## config.mk

```make
export PLATFORM = sky130hd
export DESIGN_NAME = aurora_link_ctrl
export DESIGN_NICKNAME = d
export VERILOG_FILES = /design/src/rtl/aurora_link_ctrl.sv
export SDC_FILE = /design/constraint.sdc
export NUM_CORES = 1
export LEC_CHECK = 0
export ABC_AREA = 1
export ABC_CLOCK_PERIOD_IN_PS = 2300
export CAP_MARGIN = 0
export CELL_PAD_IN_SITES_DETAIL_PLACEMENT = 0
export CELL_PAD_IN_SITES_GLOBAL_PLACEMENT = 1
export CORE_MARGIN = 1
export CORE_UTILIZATION = 44
export DETAILED_ROUTE_END_ITERATION = 6
export PLACE_DENSITY_LB_ADDON = 0.1
export SYNTH_ARGS = -nofsm -noshare
export SYNTH_HDL_FRONTEND = slang
export SYNTH_SLANG_ARGS = --single-unit
```

## constraint.sdc

```tcl
create_clock -name init_clk -period 2.3 [get_ports init_clk]
set_clock_uncertainty 0.05 [all_clocks]
set_input_delay 0.345 -clock init_clk [delete_from_list [all_inputs] [get_ports init_clk]]
set_output_delay 0.345 -clock init_clk [all_outputs]
set_load 0.02 [all_outputs]
```

## src/rtl/aurora_link_ctrl.sv

```systemverilog
`timescale 1ns/1ps
// aurora_link_ctrl
// Bring-up and recovery sequencer for a multi-lane Aurora link. It drives the
// core's pma_init and reset_pb in order, waits for GT PLL lock, then waits for
// all lanes plus the channel to come up. It retries a bounded number of times
// on timeout and restarts with a fresh budget when an established link drops.
//
// Optional feature macro: AURORA_LINK_STATS_EN
//   When defined, adds a 16-bit saturating link_drop_count output.
//
// Ports:
//   init_clk        in   free-running init clock (sole clock)
//   reset           in   asynchronous active-high reset
//   enable          in   level request to bring the link up (init_clk domain)
//   gt_pll_lock     in   GT PLL lock (asynchronous, synchronized here)
//   lane_up         in   per-lane up, NUM_LANES wide (user_clk domain)
//   channel_up      in   channel up (user_clk domain)
//   pma_init        out  Aurora PMA reset
//   reset_pb        out  Aurora push-button reset
//   link_ok         out  high only while LINKED
//   link_fail       out  high only while FAIL
//   retry_count     out  timeout retries consumed in the current attempt
//   state           out  FSM state encoding
//   link_drop_count out  (macro only) LINKED->PMA_HOLD transitions, saturating
module aurora_link_ctrl #(
  parameter int NUM_LANES       = 4,
  parameter int PMA_HOLD_CYCLES = 1024,
  parameter int PB_HOLD_CYCLES  = 256,
  parameter int LOCK_TIMEOUT    = 65536,
  parameter int UP_TIMEOUT      = 262144,
  parameter int MAX_RETRIES     = 3
) (
  input  logic                 init_clk,
  input  logic                 reset,
  input  logic                 enable,
  input  logic                 gt_pll_lock,
  input  logic [NUM_LANES-1:0] lane_up,
  input  logic                 channel_up,
  output logic                 pma_init,
  output logic                 reset_pb,
  output logic                 link_ok,
  output logic                 link_fail,
  output logic [3:0]           retry_count,
  output logic [2:0]           state
`ifdef AURORA_LINK_STATS_EN
  ,
  output logic [15:0]          link_drop_count
`endif
);

  localparam int MAX_AB = (PMA_HOLD_CYCLES > PB_HOLD_CYCLES) ? PMA_HOLD_CYCLES : PB_HOLD_CYCLES;
  localparam int MAX_CD = (LOCK_TIMEOUT > UP_TIMEOUT) ? LOCK_TIMEOUT : UP_TIMEOUT;
  localparam int MAX_T  = (MAX_AB > MAX_CD) ? MAX_AB : MAX_CD;
  localparam int CNT_W  = $clog2(MAX_T) + 1;

  // The counter reads 0 in the first cycle of a state, so a state lasting N
  // cycles ends when the counter shows N-1.
  localparam logic [CNT_W-1:0] PMA_LAST  = CNT_W'(PMA_HOLD_CYCLES - 1);
  localparam logic [CNT_W-1:0] PB_LAST   = CNT_W'(PB_HOLD_CYCLES - 1);
  localparam logic [CNT_W-1:0] LOCK_LAST = CNT_W'(LOCK_TIMEOUT - 1);
  localparam logic [CNT_W-1:0] UP_LAST   = CNT_W'(UP_TIMEOUT - 1);
  localparam logic [CNT_W-1:0] CNT_MAX   = '1;
  localparam logic [3:0]       RETRY_MAX = 4'(MAX_RETRIES);

  typedef enum logic [2:0] {
    ST_IDLE      = 3'd0,
    ST_PMA_HOLD  = 3'd1,
    ST_PB_HOLD   = 3'd2,
    ST_WAIT_LOCK = 3'd3,
    ST_WAIT_UP   = 3'd4,
    ST_LINKED    = 3'd5,
    ST_RETRY     = 3'd6,
    ST_FAIL      = 3'd7
  } state_t;

  state_t               state_q;
  state_t               state_d;
  logic [CNT_W-1:0]     cnt;
  logic                 lock_m, lock_s;
  logic [NUM_LANES-1:0] lane_m, lane_s;
  logic                 chan_m, chan_s;
  logic                 all_up;

  // Two-flop synchronizers for everything arriving from other clock domains.
  // lane_up is only ever consumed as an all-ones reduction held for many
  // cycles, so per-bit synchronization is sufficient.
  always_ff @(posedge init_clk or posedge reset) begin
    if (reset) begin
      lock_m <= 1'b0;
      lock_s <= 1'b0;
      lane_m <= '0;
      lane_s <= '0;
      chan_m <= 1'b0;
      chan_s <= 1'b0;
    end else begin
      lock_m <= gt_pll_lock;
      lock_s <= lock_m;
      lane_m <= lane_up;
      lane_s <= lane_m;
      chan_m <= channel_up;
      chan_s <= chan_m;
    end
  end

  assign all_up = chan_s && (&lane_s);

  // Next-state decode. Dropping enable overrides everything; in the wait
  // states success is tested before the timeout so success wins a tie.
  always_comb begin
    state_d = state_q;
    if (!enable) begin
      state_d = ST_IDLE;
    end else begin
      case (state_q)
        ST_IDLE:      state_d = ST_PMA_HOLD;
        ST_PMA_HOLD:  if (cnt >= PMA_LAST) state_d = ST_PB_HOLD;
        ST_PB_HOLD:   if (cnt >= PB_LAST) state_d = ST_WAIT_LOCK;
        ST_WAIT_LOCK: begin
          if (lock_s)                 state_d = ST_WAIT_UP;
          else if (cnt >= LOCK_LAST)  state_d = ST_RETRY;
        end
        ST_WAIT_UP: begin
          if (all_up)                 state_d = ST_LINKED;
          else if (!lock_s)           state_d = ST_RETRY;
          else if (cnt >= UP_LAST)    state_d = ST_RETRY;
        end
        ST_LINKED:    if (!chan_s || !lock_s) state_d = ST_PMA_HOLD;
        ST_RETRY:     state_d = (retry_count == RETRY_MAX) ? ST_FAIL : ST_PMA_HOLD;
        ST_FAIL:      state_d = ST_FAIL;
        default:      state_d = ST_IDLE;
      endcase
    end
  end

  // State, shared cycle counter, retry budget and outputs. Outputs are decoded
  // from the next state so they update on the same edge as the state register.
  always_ff @(posedge init_clk or posedge reset) begin
    if (reset) begin
      state_q     <= ST_IDLE;
      cnt         <= '0;
      retry_count <= 4'd0;
      pma_init    <= 1'b1;
      reset_pb    <= 1'b1;
      link_ok     <= 1'b0;
      link_fail   <= 1'b0;
    end else begin
      state_q <= state_d;

      if (state_d != state_q)  cnt <= '0;
      else if (cnt != CNT_MAX) cnt <= cnt + CNT_W'(1);

      // A fresh request or a lost link starts a new budget; only a retry
      // out of RETRY consumes one.
      if (state_d == ST_PMA_HOLD && (state_q == ST_IDLE || state_q == ST_LINKED))
        retry_count <= 4'd0;
      else if (state_d == ST_PMA_HOLD && state_q == ST_RETRY)
        retry_count <= retry_count + 4'd1;

      pma_init  <= (state_d == ST_IDLE) || (state_d == ST_PMA_HOLD) || (state_d == ST_FAIL);
      reset_pb  <= (state_d == ST_IDLE) || (state_d == ST_PMA_HOLD) ||
                   (state_d == ST_PB_HOLD) || (state_d == ST_FAIL);
      link_ok   <= (state_d == ST_LINKED);
      link_fail <= (state_d == ST_FAIL);
    end
  end

  assign state = state_q;

`ifdef AURORA_LINK_STATS_EN
  // Counts link losses only; a deliberate enable drop from LINKED goes to
  // IDLE and is not a drop.
  always_ff @(posedge init_clk or posedge reset) begin
    if (reset) begin
      link_drop_count <= 16'd0;
    end else if (state_q == ST_LINKED && state_d == ST_PMA_HOLD &&
                 link_drop_count != 16'hFFFF) begin
      link_drop_count <= link_drop_count + 16'd1;
    end
  end
`endif

endmodule
```

---- Word level (Yosys, flattened, before mapping) ----
Index checks and enable logic that the tools add are counted.
operators by class
  add/subtract/negate cells ............... 2
  $lt $le $gt $ge ......................... 4
  equality and inequality tests ........... 14
  muxes and demuxes ....................... 15
  reductions and logical operators ........ 16
operators by type and width
  kind                                                                  count
  2-to-1 mux 19 bit                                                     2
  2-to-1 mux 3 bit                                                      10
  case mux 3 bit (8 select lines)                                       1
  adder 19 x 1 -> 19 bit (second input constant)                        1
  greater-or-equal comparator 19 x 10 -> 1 bit (second input constant)  1
  greater-or-equal comparator 19 x 16 -> 1 bit (second input constant)  1
  greater-or-equal comparator 19 x 18 -> 1 bit (second input constant)  1
  greater-or-equal comparator 19 x 8 -> 1 bit (second input constant)   1
  inequality test 19 bit (second input constant)                        1
  equality test 3 bit (second input constant)                           6
  equality test 3 x 2 -> 1 bit (second input constant)                  3
  2-to-1 mux 4 bit                                                      2
  equality test 3 x 1 -> 1 bit (second input constant)                  2
  logical NOT 3 bit                                                     2
  logical OR 1 bit                                                      6
  adder 4 x 1 -> 4 bit (second input constant)                          1
  equality test 4 x 2 -> 1 bit (second input constant)                  1
  AND reduction 4 bit                                                   1
  nonzero test 2 bit                                                    2
  logical AND 1 bit                                                     3
  inequality test 3 bit                                                 1
  logical NOT 1 bit                                                     2
word-level totals
  register bits ........................... 42
  output and inout port bits .............. 11
  logic and storage cells ................. 64

---- Longest topological paths before layout ----
  depth after elaboration ................. 10
  mapped depth ............................ 15
  depth with buffers taken out ............ 15

---- Least setup slack after synthesis ----
No wires, ideal clock.
  path kind ............................... reg2reg
  start point ............................. reg state_q[1] (netlist: state[1])
  end point ............................... reg cnt[2]
  arrival ................................. 1.771 ns
  path slack .............................. 0.352 ns
  cell stages (with the launch flop) ...... 15
  path buffers ............................ 2
  clock period less this slack ............ 1.948 ns
  cells stage by stage .................... dfrtp_1 -> buf_2 -> nand3_1 -> nor2_1 -> nor2_1 -> and2_1 -> nand2_1 -> clkinv_1 -> nand2_2 -> nand2_2 -> nand2_2 -> nand2_2 -> nand3_4 -> buf_12 -> nor2_4
between the ends
  longest elaborated chain between the ends .. 7
ends and longest elaborated chain
  item                                                            line  source
  start: declaration                                              76    state_t state_q;
  start signal: assignment                                        147   state_q <= state_d;
  2-to-1 mux 3 bit                                                125   else if (cnt >= UP_LAST) state_d = ST_RETRY;
  2-to-1 mux 3 bit                                                124   else if (!lock_s) state_d = ST_RETRY;
  2-to-1 mux 3 bit                                                123   if (all_up) state_d = ST_LINKED;
  case mux 3 bit (8 select lines)                                 114   case (state_q)
  2-to-1 mux 3 bit                                                111   if (!enable) begin
  inequality test 3 bit *                                         149   if (state_d != state_q) cnt <= '0;
  2-to-1 mux 19 bit / nonzero test 2 bit (equally long branches)  n/a
  end signal: assignment                                          150   else if (cnt != CNT_MAX) cnt <= cnt + CNT_W'(1);
  end: declaration                                                78    logic [CNT_W-1:0] cnt;
Mark *: on every way between the ends. The rest lies on a longest branch, timed or not.
A chain may end at the register's enable or synchronous reset.

---- Final worst setup path ----
  start point ............................. reg cnt[1]
  end point ............................... reg cnt[10]
between the ends
  longest elaborated chain between the ends .. 8
ends and longest elaborated chain
  item                                                            line
  greater-or-equal comparator 19 x 18 -> 1 bit                    125
  2-to-1 mux 3 bit                                                125
  2-to-1 mux 3 bit                                                124
  2-to-1 mux 3 bit                                                123
  case mux 3 bit (8 select lines)                                 114
  2-to-1 mux 3 bit                                                111
  inequality test 3 bit                                           149
  2-to-1 mux 19 bit / nonzero test 2 bit (equally long branches)  n/a
Several ways; a longest one is shown, not always the timed one. The select of a mux whose other input is x is not followed.

==> results.py <==
metrics = {
    "logic_synthesis": {
        "synth-simple-area-share": 0.394,
        "yosys_warnings": 0,
        "syn-cell-area_um2": 2340,
        "yosysUniqueCellTypes": 33,
        "synth_top_family_by_area": "simple AND/OR/NAND/NOR gates",
        "synthMuxAreaShare": 0,
        "synthCells": 264,
        "synth_fa_ha_area_frac": 0.0107,
        "syn_nets": 275,
        "synth_xor_area_frac": 0.0412,
        "ys_seq_area_frac": 0.450,
        "syn_avg_cell_area_um2": 8.87,
        "synth_seq_cells": 42,
        "synth_compound_area_frac": 0.0326,
    },
    "routing": {
        "wl_um": 4240,
        "first_pass_iters": 4,
        "vias": 1728,
        "routedWlPerCell_um": 11.7,
        "drc": 0,
        "drtAntennaViolNets": 0,
        "via_per_inst": 4.79,
        "drt_iter0_drc": 97,
    },
    "flow_run": {
        "maxCapViolCount": 0,
    },
    "pwr": {
        "p_leak_nw": 1.25,
        "power.density_nw_per_um2": 528,
        "peakVddDrop_v": 0.000248,
        "clock_power_share": 0.361,
        "switching_share": 0.277,
        "combinationalPowerShare": 0.104,
        "p_int_w": 0.00104,
        "netSwitchingPower_w": 0.000400,
        "p_seq_frac": 0.536,
    },
    "sta": {
        "worst_pin_slew_ps": 609,
        "maxSlewViolCount": 0,
        "setup_tns_ps": 0,
        "rsz0062_at_grt": "no",
        "period_needed_ps": 2110,
        "final.period_utilization": 0.917,
        "setup_viol": 0,
        "setup_ws_ps": 192,
        "hold_violations": 0,
        "fmax_mhz": 474,
        "relSlewSlack": 0.591,
    },
    "critical_path": {
        "crit_arrival_ps": 2250,
        "critPathRequiredTime_ps": 2440,
        "end_kind": "flip-flop",
        "path_class": "reg -> reg",
        "r2r_cells": 15,
        "r2r_slack_ps": 190,
        "startpoint_type": "flip-flop",
        "crit_fanout": 19,
        "worstReg2RegEnd": "cnt[10]",
        "reg2reg_from": "cnt[1]",
    },
    "cts": {
        "clk_latency_ps": 300,
        "ctsResizeCount": 0,
        "numCtsBuffers": 5,
        "cts_tree": "yes",
        "root_buffer": "clkbuf_8",
        "clock_sinks": 42,
        "post_cts_buffers": 0,
        "ctsHoldBuffers": 0,
        "clk_pin_slew_worst_paths_ps": 90,
        "cts_buffer_depth": 2,
        "cts_max_level": 2,
    },
    "placement": {
        "pre_cts_ws_ps": 170,
        "dp_hpwl_um": 3300,
        "port-buffer-count": 19,
        "finalWeightedCongestion": 0.864,
    },
    "global_routing": {
        "grt_antenna_before_repair": 0,
        "grt.overflow.total": 0,
        "grt_pass1_vias": 1490,
        "grt_pass1_wl_um": 7010,
        "grt_start_max_net_pins": 22,
        "grt_usage": 0.170,
    },
    "finish": {
        "area_growth_pct": 16.9,
        "nets": 301,
        "fillCellCount": 487,
        "drive_gt1_frac": 0.251,
        "diodes": 0,
    },
    "min_path": {
        "min_path_type": "in -> async",
    },
    "floorplan": {
        "ios": 20,
        "die_width_um": 74.9,
        "start_util": 0.458,
        "core_um2": 5110,
        "fp.dieH_um": 74.9,
        "dieArea_um2": 5620,
        "row_count": 26,
    },
    "outcome": {
        "status": "finished, final reports clean",
    },
}
==> kinds of logic after synthesis <==
family / Yosys count
AOI/OAI and AO/OA: 14
xor gates and xnor gates: 11
adders and majority gates: 2
buffers and inverters: 37
DFF: 42
and+or+nand+nor: 158
==> per-stage QoR <==
| stage | instances | util | power, W | cell area (um^2) | hold WS (ps) |
|---|---|---|---|---|---|
| final | 361 | 0.536 | 0.00144 | 2740 | 203 |
| after floorplan | 264 | - | 0.000894 | 2340 | 281 |
| after global placement | 353 | 0.515 | 0.000938 | 2630 | 282 |
| after detailed placement | 353 | 0.515 | 0.000941 | 2630 | 286 |
| after global routing | 361 | 0.536 | 0.00151 | 2740 | 224 |
| after CTS | 361 | 0.535 | 0.00146 | 2730 | 204 |
==> worst max path at each step <==
stage | start | endpoint | cells after the start
after floorplan | state[1] | cnt[2] | 14
after global placement | cnt[1] | cnt[17] | 13
after detailed placement | cnt[1] | cnt[17] | 13
after CTS | cnt[1] | cnt[17] | 13
after global routing | cnt[1] | cnt[16] | 15
final | cnt[1] | cnt[10] | 15
==> worst max-delay path, stage by stage, from the launching register on <==
cell and delay, ps:
dfrtp_1 410, ha_1 210, inv_2 60, nor2_4 160, nand2_4 90, nor2_4 140
nand3_2 100, nand3_2 90, nand2_2 50, nand2_2 70, nand2_2 80, nand2_2 80
nand2_2 60, nand3_4 80, buf_12 200, nor2_1 60
==> layout by cell type, fill, tap and decap left out, types with 2 or more instances in the layout <==
cell and count:
ha_1 2, nand3_1 21, nor3_2 2, buf_4 2, nor2_2 5, clkinv_1 2, nand2_4 2, nand4_1 7
inv_2 5, o22ai_1 2, buf_12 2, dfrtp_1 40, xor2_1 10, clkbuf_8 5, nor3_1 4, nand3_2 6
nor2_4 16, o21ai_0 9, dfstp_2 2, clkdlybuf4s50_1 19, nand2_1 39, inv_1 25, nand2_2 18, nor2_1 33
==> area by class of cell <==
class                           instances  area [um^2]  area share
Clock buffer                            5         68.8      0.0251
Sequential cell                        42         1050       0.385
Multi-Input combinational cell        185         1130       0.412
Timing Repair Buffer                   23          245      0.0896
Inverter                               33          125      0.0457
Clock inverter                          3         28.8      0.0105
Tap cell                               70         87.6      0.0320
==> per-layer routing <==
metal  global-route usage  up-vias  wire length, um
met3               0.0361        6              149
met2                0.236       36             1780
li1                     -      887                -
met5                    0        -                0
met4               0.0566        0               58
met1                0.259      799             2250
==> power groups by stage <==
stage / registers (W) / logic [W] / clock network, W
floorplan: 0.000786 / 0.000108 / 0
global placement: 0.000787 / 0.000151 / 0
detailed placement: 0.000788 / 0.000153 / 0
CTS: 0.000773 / 0.000153 / 0.000532
global route: 0.000777 / 0.000168 / 0.000563
finish: 0.000773 / 0.000150 / 0.000521
==> synthesized netlist by cell type <==
master	number	area, um^2
xnor2_1	1	8.76
o22ai_1	2	12.5
buf_12	1	20.0
xor2_1	10	87.6
nand3b_1	1	7.51
clkinv_2	1	5.00
a21oi_1	1	5.00
clkinv_1	1	3.75
nor3_1	4	20.0
nor2_2	6	37.5
inv_1	26	97.6
buf_2	2	10.0
dfrtp_1	40	1000
nand3_4	1	17.5
dfstp_2	2	52.6
buf_6	1	11.3
nand3_2	6	60.1
o21ai_2	1	8.76
ha_1	2	25.0
nand2_2	17	106
nand2_1	40	150
nor2_1	33	124
nand4_1	7	43.8
nor3_2	2	20.0
nand4_4	1	21.3
nand4_2	1	12.5
and2_1	1	6.26
nor2_4	15	169
o21ai_0	9	45.0
nand3_1	21	105
inv_2	5	18.8
o21ai_1	1	5.00
nand2_4	2	22.5
==> state kept, by name, indices dropped and copies added (netlist names) <==
signal / flops
cnt: 19
link_fail: 1
lane_m: 4
lane_s: 4
lock_s: 1
state: 3
lock_m: 1
reset_pb: 1
chan_s: 1
pma_init: 1
link_ok: 1
retry_count: 4
chan_m: 1
Note: power is estimated with default switching activity, not from simulation.
